==> config.mk <==
export PLATFORM = sky130hd
export DESIGN_NAME = spi_slave_if_flat
export DESIGN_NICKNAME = d
export VERILOG_FILES = /design/src/rtl/spi_pkg.sv /design/src/rtl/spi_if.sv /design/src/rtl/spi_tx_shifter.sv /design/src/rtl/spi_slave_if.sv /design/src/flat_wrapper.sv
export SDC_FILE = /design/constraint.sdc
export NUM_CORES = 1
export LEC_CHECK = 0
export BUFFER_PORTS_ARGS = -buffer_cell sky130_fd_sc_hd__buf_2
export CORE_UTILIZATION = 57
export DETAILED_ROUTE_END_ITERATION = 6
export GPL_TIMING_DRIVEN = 1
export MAX_ROUTING_LAYER = met4
export PLACE_DENSITY_LB_ADDON = 0.05
export SYNTH_ARGS = -nofsm -noshare
export SYNTH_HDL_FRONTEND = slang
export SYNTH_SLANG_ARGS = --single-unit
==> constraint.sdc <==
create_clock -name clk -period 2 [get_ports clk]
set_input_delay 0 -clock clk [delete_from_list [all_inputs] [get_ports clk]]
set_output_delay 0 -clock clk [all_outputs]
set_load 0.005 [all_outputs]
==> src/rtl/spi_pkg.sv <==
// Shared definitions for the SPI slave front end: frame geometry, FSM encoding
// and the command codes the RAM decodes from rx_data[9:8].
package spi_pkg;

  localparam int FRAME_W = 10;
  localparam int TX_W    = 8;

  typedef enum logic [2:0] {
    IDLE      = 3'd0,
    CHK_CMD   = 3'd1,
    WRITE     = 3'd2,
    READ_ADD  = 3'd3,
    READ_DATA = 3'd4
  } state_t;

  localparam logic [1:0] WR_ADDR = 2'b00;
  localparam logic [1:0] WR_DATA = 2'b01;
  localparam logic [1:0] RD_ADDR = 2'b10;
  localparam logic [1:0] RD_DATA = 2'b11;

endpackage

==> src/rtl/spi_if.sv <==
// Bundle of the SPI pins plus the RAM-side rx/tx word handshake.
interface spi_if #(
  parameter int FRAME_W = spi_pkg::FRAME_W,
  parameter int TX_W    = spi_pkg::TX_W
);
  logic               ss_n;
  logic               mosi;
  logic               miso;
  logic [FRAME_W-1:0] rx_data;
  logic               rx_valid;
  logic [TX_W-1:0]    tx_data;
  logic               tx_valid;

  modport slave (
    input  ss_n, mosi, tx_data, tx_valid,
    output miso, rx_data, rx_valid
  );

  modport master (
    output ss_n, mosi, tx_data, tx_valid,
    input  miso, rx_data, rx_valid
  );
endinterface

==> src/rtl/spi_tx_shifter.sv <==
// Parallel-load MSB-first serialiser for the MISO path; dout is the live MSB and
// falls back to 0 once the last bit has been presented for one cycle.
module spi_tx_shifter #(
  parameter int TX_W = 8
) (
  input  logic            clk,
  input  logic            reset,
  input  logic            load,
  input  logic            shift_en,
  input  logic            clear,
  input  logic [TX_W-1:0] din,
  output logic            dout,
  output logic            done
);
  localparam int              CNT_W = $clog2(TX_W);
  localparam logic [CNT_W-1:0] LAST = CNT_W'(TX_W - 1);

  logic [TX_W-1:0]  data_reg;
  logic [CNT_W-1:0] cnt_reg;
  logic             busy_reg;

  always_ff @(posedge clk or posedge reset) begin
    if (reset) begin
      data_reg <= '0;
      cnt_reg  <= '0;
      busy_reg <= 1'b0;
    end else if (clear) begin
      data_reg <= '0;
      cnt_reg  <= '0;
      busy_reg <= 1'b0;
    end else if (load) begin
      data_reg <= din;
      cnt_reg  <= '0;
      busy_reg <= 1'b1;
    end else if (busy_reg && shift_en) begin
      if (cnt_reg == LAST) begin
        data_reg <= '0;
        cnt_reg  <= '0;
        busy_reg <= 1'b0;
      end else begin
        data_reg <= {data_reg[TX_W-2:0], 1'b0};
        cnt_reg  <= cnt_reg + 1'b1;
      end
    end
  end

  assign dout = data_reg[TX_W-1];
  assign done = busy_reg && shift_en && !clear && (cnt_reg == LAST);

endmodule

==> src/rtl/spi_slave_if.sv <==
// SPI slave front end: deserialises {cmd, payload} frames for the RAM and, on
// read-data frames, serialises the RAM's response byte back out on MISO.
module spi_slave_if import spi_pkg::*; #(
  parameter int FRAME_W = spi_pkg::FRAME_W,
  parameter int TX_W    = spi_pkg::TX_W
) (
  input  logic clk,
  input  logic reset,
  spi_if.slave bus
);
  localparam logic [3:0] FRAME_CNT  = 4'(FRAME_W);
  localparam logic [3:0] FRAME_LAST = 4'(FRAME_W - 1);

  state_t             state_reg, state_next;
  logic [3:0]         bit_cnt_reg, bit_cnt_next;
  logic [FRAME_W-1:0] shift_reg, shift_next;
  logic [FRAME_W-1:0] rx_data_reg, rx_data_next;
  logic               rx_valid_reg, rx_valid_next;
  logic               rd_addr_done_reg, rd_addr_done_next;
  logic               tx_started_reg, tx_started_next;
  logic [FRAME_W-1:0] shift_in;
  logic               tx_load, tx_clear, tx_done, tx_dout;

  assign shift_in = {shift_reg[FRAME_W-2:0], bus.mosi};

  always_ff @(posedge clk or posedge reset) begin
    if (reset) begin
      state_reg        <= IDLE;
      bit_cnt_reg      <= '0;
      shift_reg        <= '0;
      rx_data_reg      <= '0;
      rx_valid_reg     <= 1'b0;
      rd_addr_done_reg <= 1'b0;
      tx_started_reg   <= 1'b0;
    end else begin
      state_reg        <= state_next;
      bit_cnt_reg      <= bit_cnt_next;
      shift_reg        <= shift_next;
      rx_data_reg      <= rx_data_next;
      rx_valid_reg     <= rx_valid_next;
      rd_addr_done_reg <= rd_addr_done_next;
      tx_started_reg   <= tx_started_next;
    end
  end

  always_comb begin
    state_next        = state_reg;
    bit_cnt_next      = bit_cnt_reg;
    shift_next        = shift_reg;
    rx_data_next      = rx_data_reg;
    rx_valid_next     = 1'b0;
    rd_addr_done_next = rd_addr_done_reg;
    tx_started_next   = tx_started_reg;
    tx_load           = 1'b0;
    tx_clear          = 1'b0;

    case (state_reg)
      IDLE: begin
        if (!bus.ss_n) state_next = CHK_CMD;
      end
      CHK_CMD: begin
        if (!bus.mosi)             state_next = WRITE;
        else if (!rd_addr_done_reg) state_next = READ_ADD;
        else                        state_next = READ_DATA;
      end
      WRITE, READ_ADD, READ_DATA: begin
        if (bit_cnt_reg < FRAME_CNT) begin
          shift_next   = shift_in;
          bit_cnt_next = bit_cnt_reg + 4'd1;
          if (bit_cnt_reg == FRAME_LAST) begin
            rx_data_next  = shift_in;
            rx_valid_next = 1'b1;
            if (state_reg == READ_ADD) rd_addr_done_next = 1'b1;
          end
        end else if (state_reg == READ_DATA && !tx_started_reg && bus.tx_valid) begin
          // Only the first response after the strobe is taken; later tx_valid is ignored.
          tx_load         = 1'b1;
          tx_started_next = 1'b1;
        end
      end
      default: state_next = IDLE;
    endcase

    if (tx_done) rd_addr_done_next = 1'b0;

    // Deselect overrides everything above, including a strobe on the 10th bit.
    if (bus.ss_n && state_reg != IDLE) begin
      state_next        = IDLE;
      bit_cnt_next      = '0;
      shift_next        = '0;
      rx_data_next      = rx_data_reg;
      rx_valid_next     = 1'b0;
      rd_addr_done_next = tx_started_reg ? 1'b0 : rd_addr_done_reg;
      tx_started_next   = 1'b0;
      tx_load           = 1'b0;
      tx_clear          = 1'b1;
    end
  end

  spi_tx_shifter #(.TX_W(TX_W)) u_tx (
    .clk      (clk),
    .reset    (reset),
    .load     (tx_load),
    .shift_en (state_reg == READ_DATA),
    .clear    (tx_clear),
    .din      (bus.tx_data),
    .dout     (tx_dout),
    .done     (tx_done)
  );

  assign bus.miso     = tx_dout;
  assign bus.rx_data  = rx_data_reg;
  assign bus.rx_valid = rx_valid_reg;

endmodule

==> src/flat_wrapper.sv <==
// flat-port wrapper written by rule: the top's interface ports become plain ports
module spi_slave_if_flat import spi_pkg::*;
#(
  parameter int FRAME_W = spi_pkg::FRAME_W,
  parameter int TX_W    = spi_pkg::TX_W
)
  (clk, reset, bus_ss_n, bus_mosi, bus_tx_data, bus_tx_valid, bus_miso, bus_rx_data, bus_rx_valid);
  spi_if #(.FRAME_W(FRAME_W), .TX_W(TX_W)) bus_i ();
  input  logic clk;
  input  logic reset;
  input wire logic [$bits(bus_i.ss_n)-1:0] bus_ss_n;
  input wire logic [$bits(bus_i.mosi)-1:0] bus_mosi;
  input wire logic [$bits(bus_i.tx_data)-1:0] bus_tx_data;
  input wire logic [$bits(bus_i.tx_valid)-1:0] bus_tx_valid;
  output wire logic [$bits(bus_i.miso)-1:0] bus_miso;
  output wire logic [$bits(bus_i.rx_data)-1:0] bus_rx_data;
  output wire logic [$bits(bus_i.rx_valid)-1:0] bus_rx_valid;
  assign bus_i.ss_n = bus_ss_n;
  assign bus_i.mosi = bus_mosi;
  assign bus_i.tx_data = bus_tx_data;
  assign bus_i.tx_valid = bus_tx_valid;
  assign bus_miso = bus_i.miso;
  assign bus_rx_data = bus_i.rx_data;
  assign bus_rx_valid = bus_i.rx_valid;
  spi_slave_if #(.FRAME_W(FRAME_W), .TX_W(TX_W)) u_core (.clk(clk), .reset(reset), .bus(bus_i));
endmodule
* Word level (Yosys, flattened, before mapping) *
Index checks and enable logic that the tools add are counted.

storage, ports and cells
  logic and storage cells = 93
  flip-flop bits (word level) = 41

operators by class
  reduce and logical (&&, ||, !) cells = 26
  $lt $le $gt $ge = 1
  mux-type cells = 43
  bitwise operators = 1
  equal/unequal tests = 10
  add/sub/neg operators = 2

operators by type and width
  cell                 number
  $mux 8               4
  $mux 9               3
  $mux 1               24
  $mux 3               8
  $reduce_bool 3->1    7
  $mux 4               3
  $pmux 3 s3           1
  $eq 3x2->1 const B   2
  $eq 3x3->1 const B   2
  $logic_and 1x1->1    6
  $reduce_and 2->1     3
  $reduce_bool 2->1    3
  $reduce_and 5->1     1
  $add 4x1->4 const B  1
  $eq 4x4->1 const B   1
  $lt 4x4->1 const B   1
  $ne 2x1->1 const B   2
  $reduce_and 4->1     1
  $add 3x1->3 const B  1
  $eq 3x1->1 const B   1
  $logic_not 3->1      1
  $ne 3x2->1 const B   1
  $reduce_and 3->1     1
  $reduce_or 3->1      1
  other kinds (3)      4

* Depth between registers and ports, before layout *
Gate-level depths: netlist of run 1.

  word-level depth = 9
  gate-level depth with buffers = 6

* Cells and area by module *
Synthesis of run 1 repeated with hierarchy kept, for this count alone.

unflattened totals
  cells, all modules = 170
  area total of the unflattened synthesis = 2,016.9 sq um

by module, submodules not included
  module          times used  area each (sq um)  cells each
  spi_slave_if    1           1,338.8            108
  spi_tx_shifter  1           678.2              62

* Worst setup path before layout of run 1 *
No wires, ideal clock.

  path kind = register to register
  from = reg u_core.state_reg[0]
  to = reg u_core.rx_data_reg[0], in the netlist u_core.bus.rx_data[0]
  stages on the path, launching flop included = 6
  path slack = 260 ps
  buffers on the path = 2
  data arrival time = 1,615 ps
  data required time = 1,875 ps
  cells stage by stage = dfrtp_1 buf_6 or3b_4 a211oi_2 buf_4 mux2_2

between the ends
  word-level cells in the longest chain between the ends = 4

RTL lines
  item                                                RTL line            source
  start: declaration                                  spi_slave_if.sv:14  state_t state_reg, state_next;
  start signal: assignment                            spi_slave_if.sv:36  state_reg <= state_next;
  branches (longest 3 deep; another with $eq 3x3->1)  --
  $reduce_and 4->1 (no line) *                        --
  end signal: assignment                              spi_slave_if.sv:39  rx_data_reg <= rx_data_next;
  end: declaration                                    spi_slave_if.sv:17  logic [FRAME_W-1:0] rx_data_reg, rx_data_next;

Mark *: on every way between the ends.
A chain may end at the register's enable or synchronous reset.

* Final worst setup path of run 1 *
  from = reg u_core.state_reg[0]
  to = reg u_core.rx_data_reg[8], in the netlist u_core.bus.rx_data[8]

Same word-level chain as after synthesis.

==> key figures, run 1 <==
Die
  – Count of standard-cell rows: 21
  – I/O Pins: 25
  – Effective utilization at floorplan: 59.58%
  – Core outline area: 0.003337 mm²
  – Die footprint: 0.003728 mm²
  – Die W: 61.06 µm
  – Die boundary height: 61.06 µm

Power and ir drop
  – Internal Dissipation: 0.001283 W
  – Power density cells: 822.2 mW/mm²
  – P_sw: 0.0006370 W
  – Static Leakage: 1.072 nW
  – Comb pwr share: 25.0%
  – Relative contribution of the clock network to total power: 22.4%
  – Worst IR Drop VDD: 568.9 µV
  – Sequential fraction of design power: 52.7%
  – Switching part of the total: 33.19%

Synth
  – Most used standard cells in the synthesized netlist: 41 x dfrtp_1, 16 x nand2_1, 11 x mux2_2, 11 x nand3_1, 10 x o21ai_0
  – Combined area of all synthesized cells: 0.001988 mm²
  – Number of synthesized flops with an enable pin: 0
  – Synth Flop Type: dfrtp_1
  – Fraction of registers with async set or reset after synthesis: 100.0%
  – Top cell type by total area after synthesis: dfrtp_1
  – Most frequent cell after synthesis: dfrtp_1
  – Synthesized net count: 196
  – Post-synthesis xor/xnor area fraction: 0.8811%
  – Synth top area cells: dfrtp_1 52%, mux2_2 6.2%, mux2i_1 4.5%
  – Main combinational cell family by area after synthesis: simple AND/OR/NAND/NOR gates
  – Fraction of the mapped netlist area in simple logic gates: 17.12%
  – Synth Register Bits: 41
  – Gate count of the mapped netlist: 179
  – Yosys top cell area share: 51.60%
  – Post-synthesis area per instance: 11.11 µm²
  – Fraction of synthesized area in multiplexers: 10.76%
  – Post-Synth Adder-Cell Area: 2.517%
  – Distinct cell type count of the synthesized netlist: 42
  – Area fraction in compound gates after synthesis: 12.59%
  – Post-synthesis sequential area ratio: 51.60%
  – Ys Warns: 0

Final layout
  – Net count, final: 233
  – Synth-to-layout area growth: 17.43%
  – Design Area, Final: 0.002335 mm²
  – Number of flip-flops in the largest register: 10
  – Share of cells above drive strength 1: 26.73%
  – Ant. Diodes: 0

Detailed routing
  – Via count: 1456
  – Via density per instance: 5.536
  – DRC Markers: 0
  – 1st-iter DRT viols: 63
  – Wirelength, routed: 3654 µm
  – Residual antenna-violating net count after detailed routing: 0
  – DRT Pass-1 Iters: 4
  – Mean routed wirelength per cell: 13.89 µm

STA
  – Shortest clock period the worst path allows after layout: 1.782 ns
  – Slew HR: 68.15%
  – Highest attainable clock frequency: 561.1 MHz
  – Final-report max-slew violation count: 0
  – Pin slew with the least headroom to its limit: 0.4657 ns
  – Setup TNS Final: 0 ns
  – Setup Skew: 0.01095 ns
  – Count of endpoints failing hold in the final timing report: 0
  – Unrepaired setup endpoints after global routing: no
  – Final period util: 89.11%
  – Final setup fails: 0

Clock network
  – Maximum level of the CTS H-tree: 2
  – Clock sinks: 41
  – CTS tree: built
  – Clock Latency Late Sink: 0.34 ns
  – TritonCTS Buffers: 5
  – Post_cts resized: 0
  – Reg clk slew, reported paths: 0.12 ns
  – Longest Clk Path Bufs: 2
  – Cell at the root of the clock tree: clkbuf_4

Status
  – Outcome: finished, final reports clean

Worst setup path
  – Type of the worst setup path: register to register
  – Cells along the critical path: or3b_4, a211oi_2, buf_4, mux2_2
  – Worst Path Arrival: 2.02 ns
  – Highest cell delay on the worst timing path: 0.48 ns
  – Kind of cell with the highest combined delay on the critical path: flip-flops
  – CP Launch Type: register
  – Crit end category: register
  – Worst Path Required: 2.24 ns
  – Worst-path cell with the longest stage delay: dfrtp_1
  – Crit path max fanout: 11
  – Crit path buf inv count: 1

Placed design
  – HPWL after detailed placement: 2525 µm
  – Weighted congestion at the end of routability-driven global placement: 0.8081
  – Number of port buffers: 24
  – Placed instance area: 0.002160 mm²

Global route
  – Global-route wire length before repair: 5809 µm
  – Grt total ovfl: 0
  – Number of global-route vias before repair: 1283
  – Maximum number of pins on one net before global-route repair: 42
  – Total global-route track usage: 22.63%
  – Number of antenna violations at the first check in global routing: 0

Hold path
  – Type of the tightest min-delay check: primary input to register

Job
  – Number of max-cap violations: 0
-- path summary, 6_finish.rpt --
kind	cells past startpoint	end	from	slack [ns]
worst max-delay path	4	u_core.bus.rx_data[8]$_DFFE_PP0P_	u_core.state_reg[0]$_DFFE_PP0P_	0.22
worst min-delay path	3	u_core.tx_started_reg$_DFFE_PP0P_	bus_tx_valid	0.1
worst max register to register	4	u_core.bus.rx_data[8]$_DFFE_PP0P_	u_core.state_reg[0]$_DFFE_PP0P_	0.22
worst min register to register	1	u_core.u_tx.data_reg[3]$_DFFE_PP0P_	u_core.u_tx.data_reg[3]$_DFFE_PP0P_	0.50
max in group asynchronous	4	u_core.state_reg[2]$_DFFE_PP0P_	reset	1.35
min in group asynchronous	4	u_core.u_tx.data_reg[4]$_DFFE_PP0P_	reset	0.30
-- repair_timing --
action | 4_1_cts | 5_1_grt
hold buffers | 11 | 0
buffers inserted | 0 | 0
endpoints found under the hold margin | 53 | 0
-- cell families after synthesis --
| kind of cell | count (synthesis) |
|---|---|
| compound gates | 34 |
| xor+xnor | 2 |
| fa+ha+maj | 4 |
| buf+inv | 17 |
| flops | 41 |
| mux | 20 |
| simple gates | 61 |
-- layer usage --
metal / up-vias / wire length, µm / GRT usage [%]
met5: - / 0 / -
met4: 0 / 45 / 5.519
met2: 32 / 1861 / 36.18
li1: 712 / - / -
met3: 9 / 117 / 6.513
met1: 703 / 1630 / 28.47
-- per-stage QoR --
| stage | cells | worst slack (ns) | util [%] | power (W) | hold slack, ns |
|---|---|---|---|---|---|
| 2_1_floorplan | 179 | 0.2597 | - | 0.001358 | 0.1385 |
| 3_3_place_gp | 244 | 0.2757 | 64.72 | 0.001464 | 0.1359 |
| 3_5_place_dp | 244 | 0.2208 | 64.72 | 0.001489 | 0.1466 |
| 4_1_cts | 263 | 0.2150 | 69.97 | 0.001940 | 0.08483 |
| 5_1_grt | 263 | 0.1615 | 69.97 | 0.002050 | 0.08753 |
| 6_report | 263 | 0.2178 | 69.97 | 0.001920 | 0.09531 |
-- cells in the final DEF (no fill, tap or decap), types with 8 or more instances in the layout --
master	n
mux2i_1	9
nand2_1	16
mux2_2	11
buf_2	24
dlygate4sd3_1	11
o21ai_0	10
dfrtp_1	41
and2_1	8
nand3_1	11
-- worst reg2reg max path, cell delays in order, from the launching register on --
cell and delay (ns):
dfrtp_1 0.48, or3b_4 0.45, a211oi_2 0.18, buf_4 0.22, mux2_2 0.36
-- power groups by stage --
stage | Clock, W | Combinational [W] | Sequential [W]
global placement | 0 | 0.000445 | 0.00102
CTS | 0.000446 | 0.000484 | 0.00101
finish | 0.000430 | 0.000479 | 0.00101
detailed placement | 0 | 0.000463 | 0.00103
floorplan | 0 | 0.000374 | 0.000984
global route | 0.000488 | 0.000535 | 0.00103
-- cell type report --
type	count	area, µm²
repair buffers	42	295.3
clock inverters	2	13.76
flip-flops and latches	41	1026
clock buffers	6	51.30
fillers	258	1002
well taps	46	57.56
multi-input cells	121	872.1
inverters	5	18.77
Note: power is estimated with default switching activity, not from simulation.
==> run 2: changes to the inputs <==
--- a/config.mk
+++ b/config.mk
@@ -6,7 +6,9 @@
 export NUM_CORES = 1
 export LEC_CHECK = 0
 export BUFFER_PORTS_ARGS = -buffer_cell sky130_fd_sc_hd__buf_2
-export CORE_UTILIZATION = 57
+export CORE_UTILIZATION = 59
+export CTS_BUF_LIST = sky130_fd_sc_hd__clkbuf_8
+export CTS_CLUSTER_SIZE = 40
 export DETAILED_ROUTE_END_ITERATION = 6
 export GPL_TIMING_DRIVEN = 1
 export MAX_ROUTING_LAYER = met4
==> run 2 against run 1 <==
- register-to-register slack about the same
- highest routed layer unchanged
- worst setup slack worse by 0.0048 ns
- design area fell by 2.0%
- first-iteration DRC count up 32%
==> key figures, run 2 (synthesized netlist as in run 1, its figures left out) <==
Detailed routing
  – DRC Markers: 0 (unchanged)
  – 1st-iter DRT viols: 83 (was 63)
  – Via count: 1403 (was 1456)
  – Wirelength, routed: 3611 µm (was 3654 µm)
  – Mean routed wirelength per cell: 14.27 µm (was 13.89 µm)
  – DRT Pass-1 Iters: 4 (unchanged)
  – Residual antenna-violating net count after detailed routing: 0 (unchanged)
  – Via density per instance: 5.545 (was 5.536)

Global route
  – Total global-route track usage: 24.57% (was 22.63%)
  – Global-route wire length before repair: 6092 µm (was 5809 µm)
  – Grt total ovfl: 0 (unchanged)
  – Number of global-route vias before repair: 1319 (was 1283)
  – Number of antenna violations at the first check in global routing: 0 (unchanged)
  – Maximum number of pins on one net before global-route repair: 42 (unchanged)

STA
  – Unrepaired setup endpoints after global routing: no (unchanged)
  – Pin slew with the least headroom to its limit: 0.4643 ns (was 0.4657 ns)
  – Setup Skew: 0.006662 ns (was 0.01095 ns)
  – Highest attainable clock frequency: 559.6 MHz (was 561.1 MHz)
  – PnR worst setup slack: 0.2130 ns (was 0.2178 ns)
  – Final setup fails: 0 (unchanged)
  – Shortest clock period the worst path allows after layout: 1.787 ns (was 1.782 ns)
  – Final period util: 89.35% (was 89.11%)
  – Hold Worst Slack: 0.003312 ns (was 0.09531 ns)
  – Final-report max-slew violation count: 0 (unchanged)
  – Slew HR: 68.24% (was 68.15%)
  – Setup TNS Final: 0 ns (unchanged)
  – Count of endpoints failing hold in the final timing report: 0 (unchanged)

Clock network
  – Post-CTS setup buffers: 0 (unchanged)
  – Clock Latency Late Sink: 0.29 ns (was 0.34 ns)
  – Reg clk slew, reported paths: 0.08 ns (was 0.12 ns)
  – Longest Clk Path Bufs: 2 (unchanged)
  – Clock sinks: 41 (unchanged)
  – TritonCTS Buffers: 5 (unchanged)
  – CTS tree: built (unchanged)
  – Maximum level of the CTS H-tree: 2 (unchanged)
  – Cell at the root of the clock tree: clkbuf_8 (was clkbuf_4)

Die
  – I/O Pins: 25 (unchanged)
  – Effective utilization at floorplan: 63.56% (was 59.58%)
  – Die W: 60.05 µm (was 61.06 µm)
  – Die footprint: 0.003606 mm² (was 0.003728 mm²)
  – Die boundary height: 60.05 µm (was 61.06 µm)
  – Core outline area: 0.003128 mm² (was 0.003337 mm²)
  – Count of standard-cell rows: 20 (was 21)

Worst setup path
  – Kind of cell with the highest combined delay on the critical path: flip-flops (unchanged)
  – Cells along the critical path: or3b_4, a211oi_2, buf_4, mux2_2 (unchanged)
  – Worst Path Required: 2.18 ns (was 2.24 ns)
  – Highest cell delay on the worst timing path: 0.48 ns (about the same)
  – Worst Path Arrival: 1.97 ns (was 2.02 ns)
  – Crit end category: register (unchanged)
  – Worst-path cell with the longest stage delay: dfrtp_1 (unchanged)
  – CP Launch Type: register (unchanged)
  – Total stage count of the critical path: 4 (unchanged)
  – Crit path buf inv count: 1 (unchanged)
  – Crit path max fanout: 11 (unchanged)
  – Type of the worst setup path: register to register (unchanged)
  – Reg2reg path depth: 4 (unchanged)

Power and ir drop
  – Static Leakage: 1.053 nW (was 1.072 nW)
  – Power density cells: 917.8 mW/mm² (was 822.2 mW/mm²)
  – Worst IR Drop VDD: 556.0 µV (was 568.9 µV)

Job
  – Number of max-cap violations: 0 (unchanged)

Final layout
  – Leading cell types in the layout, fill and taps excluded: 41 x dfrtp_1, 24 x buf_2, 16 x nand2_1 (unchanged)
  – Post-route core utilization: 73.16% (was 69.97%)
  – Share of cells above drive strength 1: 27.27% (was 26.73%)
  – Synth-to-layout area growth: 15.10% (was 17.43%)
  – Ant. Diodes: 0 (unchanged)
  – Leading cell type in the layout, fill and taps excluded: dfrtp_1 (unchanged)
  – Net count, final: 226 (was 233)
  – Design Area, Final: 0.002288 mm² (was 0.002335 mm²)
  – Filler instances: 235 (was 258)
  – Number of flip-flops in the largest register: 10 (unchanged)

Placed design
  – HPWL after detailed placement: 2538 µm (was 2525 µm)
  – Post-place setup slack: 0.2200 ns (was 0.2208 ns)
  – Weighted congestion at the end of routability-driven global placement: 0.8114 (was 0.8081)
  – Placed instance area: 0.002145 mm² (was 0.002160 mm²)
  – Number of port buffers: 24 (unchanged)

Hold path
  – Type of the tightest min-delay check: primary input to register (unchanged)
  – Worst hold path depth: 3 (unchanged)

Status
  – Outcome: finished, final reports clean (unchanged)
run 2: cell types whose count changed in the layout (fill, tap and decap cells not counted), sizes merged:
cell and delta:
bufinv +1, dlygate4sd3 -7, clkinv -1, clkbuf -1
run 2: area by class of cell:
| cell class | count | area (µm²) | share of cell area, % |
|---|---|---|---|
| Clock buffer | 5 | 68.82 | 3.007 |
| Clock inverter | 2 | 35.03 | 1.531 |
| Timing Repair Buffer | 35 | 212.7 | 9.295 |
| Inverter | 5 | 18.77 | 0.8201 |
| Multi-Input combinational cell | 121 | 872.1 | 38.11 |
| Sequential cell | 41 | 1026 | 44.83 |
| Tap cell | 44 | 55.05 | 2.406 |
run 2: repair_timing:
item / in CTS / in global routing
gates resized for setup: 0 / 0
hold buffers: 4 / 0
endpoints found under the hold margin: 44 / 0
run 2: power by group:
part           internal [W]  switching [W]  total, W
registers          0.000911       0.000101   0.00101
clock network      0.000363       0.000275  0.000638
logic              0.000180       0.000270  0.000451
total               0.00145       0.000646   0.00210
run 2: routing by layer:
metal / track usage [%] / wire (µm)
met5: - / 0
met4: 9.967 / 62
met3: 6.494 / 141
met2: 38.10 / 1707
met1: 30.58 / 1699
run 2: worst paths after layout:
check | slack (ns) | endpoint | startpoint
min reg2reg | 0.48 | u_core.u_tx.data_reg[4]$_DFFE_PP0P_ | u_core.u_tx.data_reg[4]$_DFFE_PP0P_
min | 0.003 | u_core.u_tx.data_reg[1]$_DFFE_PP0P_ | bus_tx_data[1]
max in group asynchronous | 1.26 | u_core.state_reg[0]$_DFFE_PP0P_ | reset
min in group asynchronous | 0.38 | u_core.bus.rx_data[9]$_DFFE_PP0P_ | reset
max | 0.21 | u_core.bus.rx_data[6]$_DFFE_PP0P_ | u_core.state_reg[2]$_DFFE_PP0P_
max reg2reg | 0.21 | u_core.bus.rx_data[6]$_DFFE_PP0P_ | u_core.state_reg[2]$_DFFE_PP0P_
run 2: through the flow:
stage / power [W] / std cells
4_1_cts: 0.002118 / 253
3_3_place_gp: 0.001445 / 242
6_report: 0.002100 / 253
2_1_floorplan: 0.001358 / 179
3_5_place_dp: 0.001470 / 242
5_1_grt: 0.002218 / 253
run 2: tightest hold or removal path: stages:
cell and delay (ns):
buf_2 0.08, mux2i_1 0.06, o2bb2ai_1 0.13
